$ cat config.mk
export PLATFORM = sky130hd
export DESIGN_NAME = quant_zigzag_mcu
export DESIGN_NICKNAME = d
export VERILOG_FILES = /design/src/rtl/quant_zigzag_mcu.sv
export SDC_FILE = /design/constraint.sdc
export NUM_CORES = 2
export LEC_CHECK = 0
export BUFFER_PORTS_ARGS = -buffer_cell sky130_fd_sc_hd__buf_4
export CORE_MARGIN = 4
export CORE_UTILIZATION = 60
export CTS_BUF_LIST = sky130_fd_sc_hd__clkbuf_2
export CTS_CLUSTER_SIZE = 10
export DETAILED_ROUTE_END_ITERATION = 7
export PLACE_DENSITY = 0.76
export SYNTH_ARGS = -nofsm -noshare
export SYNTH_HDL_FRONTEND = slang
export SYNTH_SLANG_ARGS = --single-unit
export TNS_END_PERCENT = 20
$ cat constraint.sdc
create_clock -name sys_clk -period 22.4 [get_ports sys_clk]
set_clock_uncertainty 0.2 [all_clocks]
set_input_delay 4.48 -clock sys_clk [delete_from_list [all_inputs] [get_ports sys_clk]]
set_output_delay 4.48 -clock sys_clk [all_outputs]
set_load 0.01 [all_outputs]
$ cat src/rtl/quant_zigzag_mcu.sv
// Quantiser + zig-zag reorderer with ping-pong banks for the MJPEG encoder.
// Define QUANT_ROUND_EN for round-half-up quantisation (default: floor).
module quant_zigzag_mcu #(
  parameter int DATA_W  = 12,
  parameter int RECIP_W = 16,
  parameter int OUT_W   = 12
) (
  input  logic               sys_clk,
  input  logic               sys_rst_n,
  input  logic [1:0]         mode,
  input  logic               din_valid,
  input  logic [DATA_W-1:0]  din,
  output logic               din_ready,
  input  logic               tbl_wr_en,
  input  logic               tbl_wr_sel,
  input  logic [5:0]         tbl_wr_addr,
  input  logic [RECIP_W-1:0] tbl_wr_data,
  output logic               dout_valid,
  output logic [OUT_W-1:0]   dout,
  input  logic               dout_ready,
  output logic [1:0]         dout_comp,
  output logic               dout_sob,
  output logic               dout_eob,
  output logic               dout_eomcu
);

  localparam int PW = DATA_W + RECIP_W + 1;

  localparam logic signed [PW-1:0] QMAX = PW'(2 ** (OUT_W - 1) - 1);
  localparam logic signed [PW-1:0] QMIN = ~QMAX;

  localparam logic [5:0] ZZ [64] = '{
    6'd0,  6'd1,  6'd8,  6'd16, 6'd9,  6'd2,  6'd3,  6'd10,
    6'd17, 6'd24, 6'd32, 6'd25, 6'd18, 6'd11, 6'd4,  6'd5,
    6'd12, 6'd19, 6'd26, 6'd33, 6'd40, 6'd48, 6'd41, 6'd34,
    6'd27, 6'd20, 6'd13, 6'd6,  6'd7,  6'd14, 6'd21, 6'd28,
    6'd35, 6'd42, 6'd49, 6'd56, 6'd57, 6'd50, 6'd43, 6'd36,
    6'd29, 6'd22, 6'd15, 6'd23, 6'd30, 6'd37, 6'd44, 6'd51,
    6'd58, 6'd59, 6'd52, 6'd45, 6'd38, 6'd31, 6'd39, 6'd46,
    6'd53, 6'd60, 6'd61, 6'd54, 6'd47, 6'd55, 6'd62, 6'd63
  };

  typedef enum logic [1:0] {
    EMPTY,
    FILLING,
    FULL,
    DRAINING
  } bank_st_t;

  bank_st_t bank_st_q [2];
  bank_st_t bank_st_d [2];

  logic [5:0] k_q;
  logic [2:0] b_q;
  logic [1:0] mode_q;
  logic [1:0] mode_eff;
  logic [1:0] comp_in;
  logic       last_blk;
  logic       wptr_q;
  logic       rptr_q;
  logic       acc;

  logic [1:0] bank_comp_q  [2];
  logic       bank_eomcu_q [2];

  logic [RECIP_W-1:0] tbl_y [64];
  logic [RECIP_W-1:0] tbl_c [64];

  logic                     s1_v;
  logic                     s1_bank;
  logic [5:0]               s1_k;
  logic signed [DATA_W-1:0] s1_din;
  logic [RECIP_W-1:0]       s1_recip;

  logic                 s2_v;
  logic                 s2_bank;
  logic [5:0]           s2_k;
  logic signed [PW-1:0] s2_prod;

  logic signed [PW-1:0] q_full;
  logic [OUT_W-1:0]     q_sat;

  logic [OUT_W-1:0] mem [128];

  logic [5:0] j_q;
  logic       ld_ok;
  logic       rd_go;
  logic       rd_last;

  assign acc = din_valid & din_ready;

  assign din_ready = (bank_st_q[wptr_q] == EMPTY) ||
                     (bank_st_q[wptr_q] == FILLING);

  // mode is only sampled on the first coefficient of an MCU
  assign mode_eff = (k_q == 6'd0 && b_q == 3'd0) ? mode : mode_q;

  always_comb begin
    comp_in  = 2'd0;
    last_blk = 1'b0;
    unique case (mode_eff)
      2'd0: begin
        comp_in  = (b_q < 3'd4) ? 2'd0 : 2'(b_q - 3'd3);
        last_blk = (b_q == 3'd5);
      end
      2'd1: begin
        comp_in  = (b_q < 3'd2) ? 2'd0 : 2'(b_q - 3'd1);
        last_blk = (b_q == 3'd3);
      end
      2'd2: begin
        comp_in  = 2'(b_q);
        last_blk = (b_q == 3'd2);
      end
      default: begin
        comp_in  = 2'd0;
        last_blk = 1'b1;
      end
    endcase
  end

  always_ff @(posedge sys_clk) begin
    if (!sys_rst_n) begin
      k_q             <= 6'd0;
      b_q             <= 3'd0;
      mode_q          <= 2'd0;
      wptr_q          <= 1'b0;
      bank_comp_q[0]  <= 2'd0;
      bank_comp_q[1]  <= 2'd0;
      bank_eomcu_q[0] <= 1'b0;
      bank_eomcu_q[1] <= 1'b0;
    end else if (acc) begin
      k_q <= k_q + 6'd1;
      if (k_q == 6'd0) begin
        bank_comp_q[wptr_q]  <= comp_in;
        bank_eomcu_q[wptr_q] <= last_blk;
        if (b_q == 3'd0) mode_q <= mode;
      end
      if (k_q == 6'd63) begin
        wptr_q <= ~wptr_q;
        b_q    <= last_blk ? 3'd0 : b_q + 3'd1;
      end
    end
  end

  // tables keep their contents across reset
  always_ff @(posedge sys_clk) begin
    if (tbl_wr_en) begin
      if (tbl_wr_sel) tbl_c[tbl_wr_addr] <= tbl_wr_data;
      else            tbl_y[tbl_wr_addr] <= tbl_wr_data;
    end
  end

  always_ff @(posedge sys_clk) begin
    if (!sys_rst_n) begin
      s1_v <= 1'b0;
      s2_v <= 1'b0;
    end else begin
      s1_v <= acc;
      s2_v <= s1_v;
    end
  end

  always_ff @(posedge sys_clk) begin
    s1_recip <= (comp_in == 2'd0) ? tbl_y[k_q] : tbl_c[k_q];
    s1_din   <= $signed(din);
    s1_k     <= k_q;
    s1_bank  <= wptr_q;
    s2_prod  <= PW'(s1_din) * PW'($signed({1'b0, s1_recip}));
    s2_k     <= s1_k;
    s2_bank  <= s1_bank;
  end

`ifdef QUANT_ROUND_EN
  localparam logic signed [PW-1:0] HALF = PW'(2 ** (RECIP_W - 1));
  assign q_full = (s2_prod + HALF) >>> RECIP_W;
`else
  assign q_full = s2_prod >>> RECIP_W;
`endif

  always_comb begin
    if (q_full > QMAX)      q_sat = QMAX[OUT_W-1:0];
    else if (q_full < QMIN) q_sat = QMIN[OUT_W-1:0];
    else                    q_sat = q_full[OUT_W-1:0];
  end

  always_ff @(posedge sys_clk) begin
    if (s2_v) mem[{s2_bank, s2_k}] <= q_sat;
  end

  assign ld_ok   = ~dout_valid | dout_ready;
  assign rd_go   = ld_ok & ((bank_st_q[rptr_q] == FULL) ||
                            (bank_st_q[rptr_q] == DRAINING));
  assign rd_last = rd_go & (j_q == 6'd63);

  // drain-complete is applied first so a refill start can override it
  always_comb begin
    for (int i = 0; i < 2; i++) begin
      bank_st_d[i] = bank_st_q[i];
      if (rd_go && rptr_q == 1'(i))
        bank_st_d[i] = rd_last ? EMPTY : DRAINING;
      if (acc && k_q == 6'd0 && wptr_q == 1'(i))
        bank_st_d[i] = FILLING;
      if (s2_v && s2_k == 6'd63 && s2_bank == 1'(i))
        bank_st_d[i] = FULL;
    end
  end

  always_ff @(posedge sys_clk) begin
    if (!sys_rst_n) begin
      bank_st_q[0] <= EMPTY;
      bank_st_q[1] <= EMPTY;
    end else begin
      bank_st_q <= bank_st_d;
    end
  end

  always_ff @(posedge sys_clk) begin
    if (!sys_rst_n) begin
      dout_valid <= 1'b0;
      dout       <= '0;
      dout_comp  <= 2'd0;
      dout_sob   <= 1'b0;
      dout_eob   <= 1'b0;
      dout_eomcu <= 1'b0;
      j_q        <= 6'd0;
      rptr_q     <= 1'b0;
    end else if (rd_go) begin
      dout_valid <= 1'b1;
      dout       <= mem[{rptr_q, ZZ[j_q]}];
      dout_comp  <= bank_comp_q[rptr_q];
      dout_sob   <= (j_q == 6'd0);
      dout_eob   <= (j_q == 6'd63);
      dout_eomcu <= (j_q == 6'd63) & bank_eomcu_q[rptr_q];
      j_q        <= j_q + 6'd1;
      if (j_q == 6'd63) rptr_q <= ~rptr_q;
    end else if (dout_ready) begin
      dout_valid <= 1'b0;
    end
  end

endmodule

Yosys cells after proc, flatten, opt, wreduce, memory -nomap -nowiden
Memories as Yosys holds them, arrays and structs flattened. A register that Yosys moved wholly into a read port is not among the register bits. Cells that the tools add are included.

Equal/unequal tests: 11. Add/subtract/negate cells: 5. Reductions and logical operators: 31. Muxes and demuxes: 51. Bitwise logic cells: 13. $mul: 1. Order comparisons: 7.

Operator list (count): 6-bit 2-to-1 mux (6); 2-bit 2-to-1 mux (17); 12-bit by 17-bit multiplier with 29-bit output (1); 12-bit 2-to-1 mux (2); 1-bit 2-to-1 mux (22); 6-bit equality test, second input constant (3); 16-bit 2-to-1 mux (1); 13-bit by 12-bit > comparator with 1-bit output, second input constant (1); 13-bit by 12-bit less-than comparator with 1-bit output, second input constant (1); 6-bit by 1-bit adder with 6-bit output, second input constant (2); 6-bit zero test (2); 1-bit logical AND (9); 7-bit greater-or-equal comparator, second input constant (1); 6-bit inverter with 7-bit output (1); 2-bit equality test, second input constant (3); 3-bit by 2-bit equality test with 1-bit output, second input constant (2); 2-bit zero test (3); 2-bit one-hot mux with 3 select lines (1); 2-bit nonzero test (3); 3-bit nonzero test (2); 2-bit OR reduction (3); 1-bit inverter (5); 1-bit AND (4); 2-bit by 1-bit equality test with 1-bit output, second input constant (2); 17 further kinds (22).

Memories: 6. Memory bits (writable): 3590. Memory bits (read-only): 384. Output and inout bits: 19. Word-level logic and storage cells: 148. Flip-flop bits (word level): 100. Input bits: 42.

Memory list: mem (words 128, bits a word 12, rd ports 1, clocked after memory_dff 1, wr ports 1, RTL line 83) `logic [OUT_W-1:0] mem [128];`; tbl_c (words 64, bits a word 16, rd ports 1, clocked after memory_dff 1, wr ports 1, RTL line 67) `logic [RECIP_W-1:0] tbl_c [64];`; tbl_y (words 64, bits a word 16, rd ports 1, clocked after memory_dff 1, wr ports 1, RTL line 66) `logic [RECIP_W-1:0] tbl_y [64];`; (name not given) (words 64, bits a word 6, rd ports 1, clocked after memory_dff 0, wr ports 0, RTL line 229) `dout <= mem[{rptr_q, ZZ[j_q]}];`; bank_comp_q (words 2, bits a word 2, rd ports 1, clocked after memory_dff 1, wr ports 2, RTL line 63) `logic [1:0] bank_comp_q [2];`; bank_eomcu_q (words 2, bits a word 1, rd ports 1, clocked after memory_dff 1, wr ports 2, RTL line 64) `logic bank_eomcu_q [2];`.

Depth between registers and ports, before layout
Depth after elaboration: 12. Depth in mapped cells: 23. Depth with buffers taken out: 22.

Worst setup path after synthesis
No wires, ideal clock.

Path kind: register to register. Start point: register s2_prod[27]. End point: memory mem[0][10] (data pin). Path slack: 15.316 ns. Library setup time: 1.197 ns. Required time: 21.003 ns. Arrival time: 5.688 ns. Clock period less this slack: 7.084 ns. Buffers on the path: 1. Stages on the path, launching flop included: 4. Cells stage by stage: dfxtp_1 clkbuf_1 nor2_1 o21ai_0.

Word-level cells in the longest chain between the ends: 3. Elaborated cells between the ends (all ways): 4. Those cells by class: order compare: 2; mux: 2.

RTL lines: from (decl) (RTL line 78) `logic signed [PW-1:0] s2_prod;`; from (signal assigned) (RTL line 168) `s2_prod <= PW'(s1_din) * PW'($signed({1'b0, s1_recip}));`; 13-bit by 12-bit less-than comparator with 1-bit output (RTL line 182) `else if (q_full < QMIN) q_sat = QMIN[OUT_W-1:0];`; 12-bit 2-to-1 mux (RTL line 182); 12-bit 2-to-1 mux (*) (RTL line 181) `if (q_full > QMAX) q_sat = QMAX[OUT_W-1:0];`; net q_sat[10] (RTL line 81) `logic [OUT_W-1:0] q_sat;`; to (decl) (RTL line 83).

The timed path passes the listed nets; every way through them passes the cells marked *.

Worst setup path in the final report
Start point: register j_q[0]. End point: register dout[4], read port of mem.

Word-level cells in the longest chain between the ends: 4.

RTL lines: from (decl) (RTL line 85) `logic [5:0] j_q;`; from (signal assigned) (RTL line 234) `j_q <= j_q + 6'd1;`; 6-bit inverter with 7-bit output (not written as such) (RTL line 229); memory 64 x 6 bit; 6-bit 2-to-1 mux (not written as such) (2 in a row) (RTL line 229); to (decl) (RTL line 19) `output logic [OUT_W-1:0] dout,`.

No other way between the ends. The select of a mux whose other input is x is not followed. A chain may end at the register's enable or synchronous reset.

==> impl_metrics.tcl <==
set metrics [dict create \
    outcome "finished, violations left" \
    failed_checks "capacitance limit, slew limit" \
    cts_hold_repair.buffers 0 \
    antenna_found_initial 19 \
    critPathRequiredTime_ns 24.13 \
    mostFrequentLayoutCell "edfxtp_1" \
    dominantRegCellSynth "edfxtp_1" \
    final_min_period_over_clock_period 0.3658 \
    total_wire_length_um 370800 \
    start_util 0.6050 \
    gp_routability_congestion 0.9206 \
    worst_path_largest_cell_delay_ns 0.85 \
    max_slew_margin -0.007384 \
    intPower_uw 10350 \
    ys_seq_area_frac 0.7362 \
    clock_sinks 3693 \
    critPathSlowestCell "buf_4" \
    port-buffer-count 60 \
    timing.setup.tns_ns 0 \
    std_cell_rows 182 \
    slew_viol_final 13 \
    postSynthRegisterBits 3693 \
    fillerInstances 16487 \
    fraction_of_final_layout_cells_sized_beyond_drive_strength_1 0.2463 \
    syn_nets 8971 \
    num_vias 84768 \
    final_hold_viol_count 0 \
    initialDrtViolationCount 12022 \
    clock_power_share 0.291 \
    criticalPathCategory "reg2reg" \
    relative_contribution_of_sequential_cells_to_total_power 0.573 \
    end_kind "flip-flop" \
    synth.cell_area_um2 149200 \
    p_per_area_nw_per_um2 88.59 \
    p_comb_frac 0.136 \
    worst_hold_slack_ns 0.1336 \
    io_pins 61 \
    rsz0062_at_grt "no" \
    largest_net_degree_at_the_start_of_global_routing 165 \
    hp-class "reg2reg" \
    area.growth.synth_to_final_pct 8.410 \
    ys.warnings.count 0 \
    final_nets 9700 \
    clkTransAtPathRegs_ns 0.10 \
    worst_ep_arrival_time_ns 9.92 \
    drt-wirelength-per-cell_um 27.64 \
    worstPathCellList "inv_1, ha_1, nor2b_1, a211o_1, a311o_1, and2_4, buf_4, buf_4, buf_4, buf_4, buf_4, nand2_1, a31o_2, a311oi_1, o21ai_0, nor4b_2, o22ai_1" \
    cp_common_cell "buf_4" \
    switching_share 0.2777 \
    number_of_global_route_vias_before_repair 84340 \
    max_freq_mhz 122.0 \
    worstPathMaxFanout 87 \
    grt_pass1_wl_um 550100 \
    number_of_enable_flip_flop_cells_after_synthesis 3588 \
    synth.avg_cell_area_um2 17.17 \
    root_cell_of_the_clock_tree "clkbuf_2" \
    maxCapViolations 1 \
    clk-insertion-delay-late_ns 2.08 \
    multi_input_area_um2 36530 \
    syn-instance-count 8689 \
    finalSetupViolCount 0 \
    vdd_drop_max_v 0.00008267 \
    sum_of_net_half_perimeters_after_detailed_placement_um 221400 \
    area_of_the_die_um2 256700 \
    core_region_area_um2 246600 \
    r2r_slack_ns 14.21 \
    drcViolationCount 0 \
    tmin_final_ns 8.194 \
    layout.area.seq_um2 109900 \
    tritoncts "built" \
    antenna_left 0 \
    die_h_um 506.7 \
    commonest_cells_after_routing_fill_and_taps_aside "edfxtp_1 (3588), nand2_1 (1450), clkbuf_2 (1286)" \
    netlist-cell-type-count 98 \
    tritoncts.num_buffers 864 \
    drt_pre_antenna_iters 8 \
    asyncSetResetFlopFracSynth 0 \
    power.leakage_uw 0.05460 \
    gr-usage-all-layers 0.2900 \
    maximum_level_of_the_cts_h_tree 6 \
    tightest_slew_ns 1.506 \
    clockBufferDepth 4 \
    avgViaCountPerCell 6.320 \
    timing.critical_path.from_type "flip-flop" \
    total_switching_power_uw 3980 \
    grt_overflow_total 0 \
    cts_setup_buffers 0 \
    cts-resized-gates 0 \
    die_x_um 506.7 \
]
==> worst paths after layout <==
| path | start | end | depth (start not counted) |
|---|---|---|---|
| hold / removal | s1_bank | s2_bank | 0 |
| hold reg to reg | s1_bank | s2_bank | 0 |
| setup / recovery | j_q[0] | dout[4] | 17 |
| setup reg to reg | j_q[0] | dout[4] | 17 |
==> area by class of cell <==
cell class | count | area share
diodes | 12 | 0.0001856
clock buffers | 1286 | 0.03979
clock inverters | 250 | 0.007340
inverters | 206 | 0.004780
multi-input cells | 4291 | 0.2258
flip-flops and latches | 3693 | 0.6792
well taps | 3312 | 0.02562
repair buffers | 362 | 0.01726
==> Yosys cell counts, drive strengths merged (8+ instances only) <==
master / instances / area [um^2]
xnor2: 14 / 122.6
nand3: 564 / 2828
o2bb2ai: 9 / 78.83
clkbuf: 212 / 795.8
mux2: 20 / 229.0
mux2i: 163 / 1632
buf: 287 / 1569
a31oi: 29 / 181.4
nor3: 38 / 200.2
a211oi: 13 / 97.59
o21ai: 56 / 280.3
and2: 68 / 426.7
edfxtp: 3588 / 107700
nand4: 61 / 387.9
a21boi: 9 / 67.56
o22ai: 21 / 137.6
nand2: 1457 / 5482
o211a: 9 / 90.09
a32oi: 84 / 735.7
inv: 205 / 769.5
nand2b: 26 / 162.7
a21oi: 184 / 928.4
fa: 139 / 2783
nor2b: 20 / 125.1
mux4: 669 / 15110
ha: 101 / 1264
a32o: 29 / 290.3
and3: 20 / 125.1
dfxtp: 105 / 2102
nor4: 41 / 262.8
nor2: 349 / 1349
nand3b: 8 / 60.06
==> logic make-up after synthesis <==
logic type | count (synthesis) | synth area share
adder cells (fa/ha/maj) | 240 | 0.02712
flip-flops | 3693 | 0.7362
multiplexers | 852 | 0.1137
AO/OA/AOI/OAI | 493 | 0.02243
buffers and inverters | 705 | 0.02103
AND/OR/NAND/NOR | 2685 | 0.07828
XOR/XNOR | 21 | 0.001233
==> power groups by stage <==
stage | combinational [uW] | sequential [uW] | clock [uW]
finish | 1940 | 8210 | 4170
global route | 2130 | 8220 | 4640
CTS | 1940 | 8210 | 4240
detailed placement | 1940 | 8370 | 0
global placement | 1870 | 8370 | 0
floorplan | 1200 | 8500 | 0
==> metal layers <==
| metal | wire length (um) | vias to the layer above | GRT usage |
|---|---|---|---|
| met5 | 35 | - | 0 |
| met4 | 16300 | 6 | 0.1218 |
| met3 | 44970 | 872 | 0.07086 |
| met2 | 176000 | 5845 | 0.4479 |
| met1 | 133500 | 42484 | 0.4023 |
| li1 | - | 35561 | - |
==> state kept, by name, summed over array words and instances, names as in the netlist, 3 cells and up, named ones only <==
| signal | flops |
|---|---|
| b_q | 3 |
| bank_comp_q | 4 |
| dout | 12 |
| j_q | 6 |
| k_q | 6 |
| mem | 1536 |
| s1_din | 12 |
| s1_k | 6 |
| s1_recip | 16 |
| s2_k | 6 |
| s2_prod | 13 |
| tbl_c | 1024 |
| tbl_y | 1024 |
==> critical path: cells and delay by family (launching register included) <==
| family | cells | cell delay, ns |
|---|---|---|
| buf+inv | 6 | 4.34 |
| compound gates | 6 | 1.20 |
| simple gates | 4 | 1.09 |
| flops | 1 | 0.66 |
| fa+ha+maj | 1 | 0.43 |
==> metrics by stage <==
stage / std cells / power [uW] / area, um^2 / util / setup WS (ns)
after global placement: 11863 / 10240 / 154100 / 0.6248 / 14.44
final: 13412 / 14330 / 161800 / 0.6559 / 14.21
after global routing: 13408 / 15000 / 161800 / 0.6559 / 13.67
after detailed placement: 11863 / 10310 / 154100 / 0.6248 / 14.33
after CTS: 13399 / 14400 / 161700 / 0.6557 / 14.06
after floorplan: 8689 / 9696 / 149200 / - / 15.32
(Power assumes the default switching activity.)
